<file path="src/rtl/cpu_pkg.sv">
// Shared definitions for the multicycle CPU core: opcodes, FSM states,
// instruction field positions and immediate sign extension.
package cpu_pkg;

  typedef enum logic [2:0] {
    S_FETCH,
    S_DECODE,
    S_EXEC,
    S_MEM,
    S_WB,
    S_HALT
  } state_e;

  localparam logic [3:0] OP_NOP  = 4'd0;
  localparam logic [3:0] OP_ADD  = 4'd1;
  localparam logic [3:0] OP_SUB  = 4'd2;
  localparam logic [3:0] OP_AND  = 4'd3;
  localparam logic [3:0] OP_OR   = 4'd4;
  localparam logic [3:0] OP_XOR  = 4'd5;
  localparam logic [3:0] OP_ADDI = 4'd6;
  localparam logic [3:0] OP_LD   = 4'd7;
  localparam logic [3:0] OP_ST   = 4'd8;
  localparam logic [3:0] OP_BEQ  = 4'd9;
  localparam logic [3:0] OP_JMP  = 4'd10;
  localparam logic [3:0] OP_HALT = 4'd11;

  localparam int OP_HI  = 31;
  localparam int OP_LO  = 28;
  localparam int RD_HI  = 27;
  localparam int RD_LO  = 23;
  localparam int RS1_HI = 22;
  localparam int RS1_LO = 18;
  localparam int RS2_HI = 17;
  localparam int RS2_LO = 13;
  localparam int IMM_HI = 15;
  localparam int IMM_LO = 0;

  function automatic logic [63:0] sext16(input logic [15:0] v);
    return {{48{v[15]}}, v};
  endfunction

endpackage

</file>
<file path="src/rtl/cpu_regfile.sv">
// Register file: r0 reads zero, indices >= NUM_REGS read zero and
// drop writes; two operand read ports plus a debug read port.
module cpu_regfile
  import cpu_pkg::*;
#(
  parameter int DATA_W   = 32,
  parameter int NUM_REGS = 32
) (
  input  logic              clk,
  input  logic              rst_n,
  input  logic              we,
  input  logic [4:0]        waddr,
  input  logic [DATA_W-1:0] wdata,
  input  logic [4:0]        raddr_a,
  output logic [DATA_W-1:0] rdata_a,
  input  logic [4:0]        raddr_b,
  output logic [DATA_W-1:0] rdata_b,
  input  logic [4:0]        dbg_raddr,
  output logic [DATA_W-1:0] dbg_rdata
);

  logic [DATA_W-1:0] regs_q [1:NUM_REGS-1];
  logic [DATA_W-1:0] regs_d [1:NUM_REGS-1];

  always_comb begin
    rdata_a   = '0;
    rdata_b   = '0;
    dbg_rdata = '0;
    for (int i = 1; i < NUM_REGS; i++) begin
      if (raddr_a == 5'(i)) rdata_a = regs_q[i];
      if (raddr_b == 5'(i)) rdata_b = regs_q[i];
      if (dbg_raddr == 5'(i)) dbg_rdata = regs_q[i];
    end
  end

  always_comb begin
    for (int i = 1; i < NUM_REGS; i++) begin
      regs_d[i] = regs_q[i];
      if (we && waddr == 5'(i)) regs_d[i] = wdata;
    end
  end

  always_ff @(posedge clk) begin
    for (int i = 1; i < NUM_REGS; i++) begin
      if (!rst_n) regs_q[i] <= '0;
      else        regs_q[i] <= regs_d[i];
    end
  end

endmodule

</file>
<file path="src/rtl/multicycle_cpu_core.sv">
// Multicycle CPU core: FETCH/DECODE/EXEC/MEM/WB/HALT over handshaked
// memories. Performance counters built only with CPU_PERF_COUNTERS_EN.
module multicycle_cpu_core
  import cpu_pkg::*;
#(
  parameter int DATA_W   = 32,
  parameter int PC_W     = 16,
  parameter int DADDR_W  = 16,
  parameter int NUM_REGS = 32
) (
  input  logic               clk,
  input  logic               rst_n,
  output logic               imem_req,
  output logic [PC_W-1:0]    imem_addr,
  input  logic               imem_valid,
  input  logic [31:0]        imem_rdata,
  output logic               dmem_req,
  output logic               dmem_we,
  output logic [DADDR_W-1:0] dmem_addr,
  output logic [DATA_W-1:0]  dmem_wdata,
  input  logic               dmem_ready,
  input  logic [DATA_W-1:0]  dmem_rdata,
  input  logic [4:0]         dbg_raddr,
  output logic [DATA_W-1:0]  dbg_rdata,
  output logic [PC_W-1:0]    pc_o,
  output logic               retire,
  output logic               halted,
  output logic               illegal_op,
  output logic [31:0]        cycle_cnt,
  output logic [31:0]        retire_cnt
);

  state_e            state_q, state_d;
  logic [PC_W-1:0]   pc_q, pc_d;
  logic [31:0]       ir_q, ir_d;
  logic [3:0]        op_q, op_d;
  logic [4:0]        rd_q, rd_d;
  logic [15:0]       imm_q, imm_d;
  logic [DATA_W-1:0] a_q, a_d;
  logic [DATA_W-1:0] b_q, b_d;
  logic [DATA_W-1:0] res_q, res_d;
  logic              ill_q, ill_d;

  logic [3:0]        ir_op;
  logic [4:0]        rf_raddr_b;
  logic [DATA_W-1:0] rf_rdata_a;
  logic [DATA_W-1:0] rf_rdata_b;
  logic [DATA_W-1:0] imm_dw;
  logic [PC_W-1:0]   imm_pw;
  logic              exec_retires;
  logic              mem_done;

  assign ir_op  = ir_q[OP_HI:OP_LO];
  assign imm_dw = DATA_W'(sext16(imm_q));
  assign imm_pw = PC_W'(sext16(imm_q));

  // Stores and branches read rd as their second operand.
  assign rf_raddr_b = (ir_op == OP_ST || ir_op == OP_BEQ)
                    ? ir_q[RD_HI:RD_LO] : ir_q[RS2_HI:RS2_LO];

  cpu_regfile #(
    .DATA_W   (DATA_W),
    .NUM_REGS (NUM_REGS)
  ) u_regfile (
    .clk       (clk),
    .rst_n     (rst_n),
    .we        (state_q == S_WB),
    .waddr     (rd_q),
    .wdata     (res_q),
    .raddr_a   (ir_q[RS1_HI:RS1_LO]),
    .rdata_a   (rf_rdata_a),
    .raddr_b   (rf_raddr_b),
    .rdata_b   (rf_rdata_b),
    .dbg_raddr (dbg_raddr),
    .dbg_rdata (dbg_rdata)
  );

  assign imem_req   = rst_n && state_q == S_FETCH;
  assign imem_addr  = pc_q;
  assign dmem_req   = rst_n && state_q == S_MEM;
  assign dmem_we    = op_q == OP_ST;
  assign dmem_addr  = res_q[DADDR_W-1:0];
  assign dmem_wdata = b_q;
  assign pc_o       = pc_q;
  assign halted     = state_q == S_HALT;
  assign illegal_op = ill_q;

  assign mem_done     = dmem_req && dmem_ready;
  assign exec_retires = !(op_q inside {[OP_ADD:OP_ST]});
  assign retire = (state_q == S_WB)
               || (mem_done && op_q == OP_ST)
               || (state_q == S_EXEC && exec_retires);

  always_comb begin
    state_d = state_q;
    pc_d    = pc_q;
    ir_d    = ir_q;
    op_d    = op_q;
    rd_d    = rd_q;
    imm_d   = imm_q;
    a_d     = a_q;
    b_d     = b_q;
    res_d   = res_q;
    ill_d   = ill_q;
    case (state_q)
      S_FETCH: begin
        if (imem_valid) begin
          ir_d    = imem_rdata;
          pc_d    = pc_q + PC_W'(1);
          state_d = S_DECODE;
        end
      end
      S_DECODE: begin
        op_d    = ir_op;
        rd_d    = ir_q[RD_HI:RD_LO];
        imm_d   = ir_q[IMM_HI:IMM_LO];
        a_d     = rf_rdata_a;
        b_d     = rf_rdata_b;
        state_d = S_EXEC;
      end
      S_EXEC: begin
        state_d = S_FETCH;
        case (op_q)
          OP_NOP: ;
          OP_ADD: begin res_d = a_q + b_q; state_d = S_WB; end
          OP_SUB: begin res_d = a_q - b_q; state_d = S_WB; end
          OP_AND: begin res_d = a_q & b_q; state_d = S_WB; end
          OP_OR:  begin res_d = a_q | b_q; state_d = S_WB; end
          OP_XOR: begin res_d = a_q ^ b_q; state_d = S_WB; end
          OP_ADDI: begin
            res_d   = a_q + imm_dw;
            state_d = S_WB;
          end
          OP_LD, OP_ST: begin
            res_d   = a_q + imm_dw;
            state_d = S_MEM;
          end
          OP_BEQ: if (b_q == a_q) pc_d = pc_q + imm_pw;
          OP_JMP:  pc_d = imm_pw;
          OP_HALT: state_d = S_HALT;
          default: ill_d = 1'b1;
        endcase
      end
      S_MEM: begin
        if (mem_done) begin
          if (op_q == OP_LD) begin
            res_d   = dmem_rdata;
            state_d = S_WB;
          end else begin
            state_d = S_FETCH;
          end
        end
      end
      S_WB:    state_d = S_FETCH;
      S_HALT:  state_d = S_HALT;
      default: state_d = S_FETCH;
    endcase
  end

  always_ff @(posedge clk) begin
    if (!rst_n) begin
      state_q <= S_FETCH;
      pc_q    <= '0;
      ir_q    <= '0;
      op_q    <= OP_NOP;
      rd_q    <= '0;
      imm_q   <= '0;
      a_q     <= '0;
      b_q     <= '0;
      res_q   <= '0;
      ill_q   <= 1'b0;
    end else begin
      state_q <= state_d;
      pc_q    <= pc_d;
      ir_q    <= ir_d;
      op_q    <= op_d;
      rd_q    <= rd_d;
      imm_q   <= imm_d;
      a_q     <= a_d;
      b_q     <= b_d;
      res_q   <= res_d;
      ill_q   <= ill_d;
    end
  end

`ifdef CPU_PERF_COUNTERS_EN
  logic [31:0] cycle_cnt_q, cycle_cnt_d;
  logic [31:0] retire_cnt_q, retire_cnt_d;

  always_comb begin
    cycle_cnt_d  = cycle_cnt_q + {31'd0, state_q != S_HALT};
    retire_cnt_d = retire_cnt_q + {31'd0, retire};
  end

  always_ff @(posedge clk) begin
    if (!rst_n) begin
      cycle_cnt_q  <= '0;
      retire_cnt_q <= '0;
    end else begin
      cycle_cnt_q  <= cycle_cnt_d;
      retire_cnt_q <= retire_cnt_d;
    end
  end

  assign cycle_cnt  = cycle_cnt_q;
  assign retire_cnt = retire_cnt_q;
`else
  assign cycle_cnt  = '0;
  assign retire_cnt = '0;
`endif

endmodule

</file>
<file path="config.mk">
export PLATFORM = sky130hd
export DESIGN_NAME = multicycle_cpu_core
export DESIGN_NICKNAME = d
export VERILOG_FILES = /design/src/rtl/cpu_pkg.sv /design/src/rtl/cpu_regfile.sv /design/src/rtl/multicycle_cpu_core.sv
export SDC_FILE = /design/constraint.sdc
export NUM_CORES = 2
export LEC_CHECK = 0
export ABC_AREA = 1
export CAP_MARGIN = 20
export CORE_MARGIN = 4
export CORE_UTILIZATION = 30
export DETAILED_ROUTE_END_ITERATION = 8
export DONT_BUFFER_PORTS = 1
export GPL_TIMING_DRIVEN = 0
export SLEW_MARGIN = 20
export SYNTH_ARGS = -nofsm -noshare
export SYNTH_HDL_FRONTEND = slang
export SYNTH_SLANG_ARGS = --single-unit
</file>
<file path="constraint.sdc">
create_clock -name clk -period 8.95 [get_ports clk]
set_input_delay 1.79 -clock clk [delete_from_list [all_inputs] [get_ports clk]]
set_output_delay 1.79 -clock clk [all_outputs]
set_load 0.02 [all_outputs]
</file>
==> qor.yml <==
outcome: "complete, but fails checks"
violations: "DRC, setup timing"
syn_avg_cell_area_sq_um: 6.35
synth-simple-area-share: 0.287
setup_violations: 8
p_total_mw: 13.8
clockRootBuffer: "clkbuf_16"
maxSlewHeadroom: 0.126
yosys_most_used_dff: "dfxtp_1"
clock_latency_ns: 0.85
groute.usage.overall: 0.350
area_delta_synth_final_pct: 13.7
synth_area_sq_um: 67200
rsz0062_at_grt: "yes"
synth_top_family_by_area: "simple AND/OR/NAND/NOR gates"
min-delay-path-class: "reg2reg"
maxSlewViolCount: 0
worstSetupPathType: "in2out"
muxShareOfSynthArea: 0.000596
arrival_ns: 7.44
cts_buffer_depth: 3
synth_fa_ha_area_frac: 0.0273
synth_edf_count: 0
yosys_warnings: 0
cts-buffers-inserted: 141
worstRegToRegCells: 33
p_leak_nw: 27.5
finalNetCount: 11000
viasPerCell: 5.95
clk_pin_slew_ns: 0.06
dieArea_sq_um: 232000
synth_xor_xnor_area_share: 0.00391
peakVddDrop_mv: 0.153
crit_required_ns: 7.16
post_cts_buffers: 0
dp_cells: 13600
portBuffers: 0
post-route-min-period_ns: 9.23
cts.sinks: 1165
die_h_um: 481
fillCellCount: 25000
gp_congestion: 1.07
drt_pass1_iterations: 9
layout-drive-gt1-share: 0.0477
initial_utilization: 0.302
dp_hpwl_um: 332000
finClkSkew_ns: 0.0542
synth_compound_area_frac: 0.233
fin_cells: 13900
ios: 255
htree_num_levels: 4
antenna_found_initial: 39
ys_seq_area_frac: 0.347
detail_route.wl_per_cell_um: 30.6
drt_iter0_markers: 13200
multi_input_comb_area_sq_um: 37400
synth.distinct_cells: 58
maxCapViolations: 0
die_w_um: 481
async_flop_share: 0
cp-start-kind: "input port"
grt_pass1_vias: 73600
netlist_instances: 10600
tightestPinTransition_ns: 1.31
coreArea_sq_um: 223000
seq_area_sq_um: 23300
grt_max_degree: 17
layout_setup_ws_ns: -0.284
fmax_mhz: 108
rows: 173
ant_nets: 0
dr_total_vias: 82800
grt_overflow_total: 0
ys_ff_latch: 1165
holdPathStages: 2
cellPowerDensity_nw_per_um2: 181
drc: 2
final.period_utilization: 1.03
wl_um: 426000
cts_tree: "yes"
worstPathMaxFanout: 10
end_kind: "output pin"
hold_violations: 0
grt_pass1_wl_um: 576000
-- final timing paths --
check                     from  slack (ns)      endpoint
setup reg to reg       op_q[3]        2.47     res_q[30]
hold reg to reg        ir_q[4]        0.46       ir_q[4]
setup / recovery  dbg_raddr[3]       -0.28  dbg_rdata[4]
hold / removal         ir_q[4]        0.46       ir_q[4]
-- critical path, cell delays in order --
cell and delay [ns]:
nor2_1 0.12, nand3_1 0.43, buf_2 0.38, o211ai_1 0.20
nor3b_1 0.69, o2111ai_1 0.34, o21ai_1 0.17, nand4_1 0.19
nor2_1 0.30, nand3_1 0.40, nor3_2 0.24, nand3_1 0.19
nor3b_1 0.47, nand4_1 0.20, nor2_1 0.16, nand3_1 0.17
nor3b_1 0.44, nand4_1 0.54
-- layout by cell type, fill, tap and decap left out, types with 52 or more instances in the layout --
cell	count
o21ai_1	78
inv_1	782
nor2_1	1260
clkbuf_1	679
nand4_1	604
clkbuf_2	52
o211ai_1	66
dfxtp_1	1165
clkbuf_16	143
conb_1	64
a211oi_1	72
o21ai_0	1179
nand2_1	2358
buf_4	100
nand3_1	203
a21oi_1	1410
nor3_1	61
ha_1	142
-- registers in the layout, summed over array words and instances, names as in the netlist, 3 cells and up --
| name | count |
|---|---|
| u_regfile.regs_q | 992 |
| a_q | 32 |
| dmem_wdata | 32 |
| ir_q | 32 |
| res_q | 32 |
| imem_addr | 16 |
| imm_pw | 16 |
| rd_q | 5 |
| op_q | 4 |
| state_q | 3 |
-- cell families (layout without fill, tap and decap cells) --
logic type      count (synthesis)  count (layout)
compound gates               2975            2975
xor+xnor                       30              30
fa+ha+maj                     145             145
buf+inv                      1683            1950
flops                        1165            1165
mux                             4               4
other cells                     1              91
simple gates                 4578            4578
-- metrics by stage --
stage                     area, sq um  hold slack (ns)  worst slack [ns]  setup TNS, ns   util
after detailed placement        71400            0.447            -0.360         -0.707  0.321
after floorplan                 67400            0.430              3.19              0      -
after global placement          71100            0.443            -0.390         -0.701  0.320
final                           76400            0.460            -0.284          -1.20  0.343
after CTS                       76300            0.456            0.0417              0  0.343
after global routing            76300            0.480           -0.0800        -0.0800  0.343
-- synth_stat cells, types with 4 or more instances --
cell type	instances	area share
a2111oi_0	4	0.00052
a211oi_1	72	0.0080
a21oi_1	1414	0.11
a221oi_1	18	0.0023
a31oi_1	19	0.0018
and3_1	4	0.00037
buf_1	21	0.0012
buf_2	33	0.0025
buf_4	99	0.011
clkbuf_1	710	0.040
clkinv_1	10	0.00056
dfxtp_1	1165	0.35
ha_1	142	0.026
inv_1	782	0.044
inv_2	27	0.0015
mux2i_1	4	0.00060
nand2_1	2359	0.13
nand2_2	6	0.00056
nand3_1	204	0.015
nand4_1	604	0.056
nor2_1	1277	0.071
nor3_1	66	0.0049
nor3b_1	24	0.0027
nor4_1	9	0.00084
o2111ai_1	32	0.0042
o211ai_1	66	0.0074
o21a_1	6	0.00067
o21ai_0	1179	0.088
o21ai_1	78	0.0058
o21bai_1	11	0.0012
o221ai_1	7	0.00091
o22ai_1	48	0.0045
o31ai_1	6	0.00067
or2_2	9	0.00084
xnor2_1	9	0.0012
xor2_1	21	0.0027
-- report_power, final --
part / total, mW / internal [mW] / switching [mW]
Combinational: 2.14 / 0.436 / 1.71
Clock: 6.23 / 3.59 / 2.64
Sequential: 5.42 / 5.26 / 0.159
Total: 13.8 / 9.29 / 4.50
-- area by class of cell --
type | instances | share of cell area
tap | 2975 | 0.0487
timing repair buffer | 11 | 0.00193
sequential | 1165 | 0.305
inverter | 819 | 0.0402
buffer | 864 | 0.0488
clock buffer | 192 | 0.0529
clock inverter | 64 | 0.0109
antenna | 27 | 0.000885
multi-input combinational | 7796 | 0.490
-- timing repair --
item	in CTS	in global routing
gates resized for setup	8	4
gates cloned	0	0
hold endpoints to repair	0	0
hold buffers	0	0
setup endpoints to repair	5	13
pin swaps	2	1
-- layer usage --
metal,part of all wire,vias up,global-route usage
li1,-,35800,-
met1,0.37,39400,0.430
met2,0.41,6001,0.502
met3,0.13,1494,0.116
met4,0.092,20,0.267
met5,0.00026,-,0
Note: power is estimated with default switching activity, not from simulation.
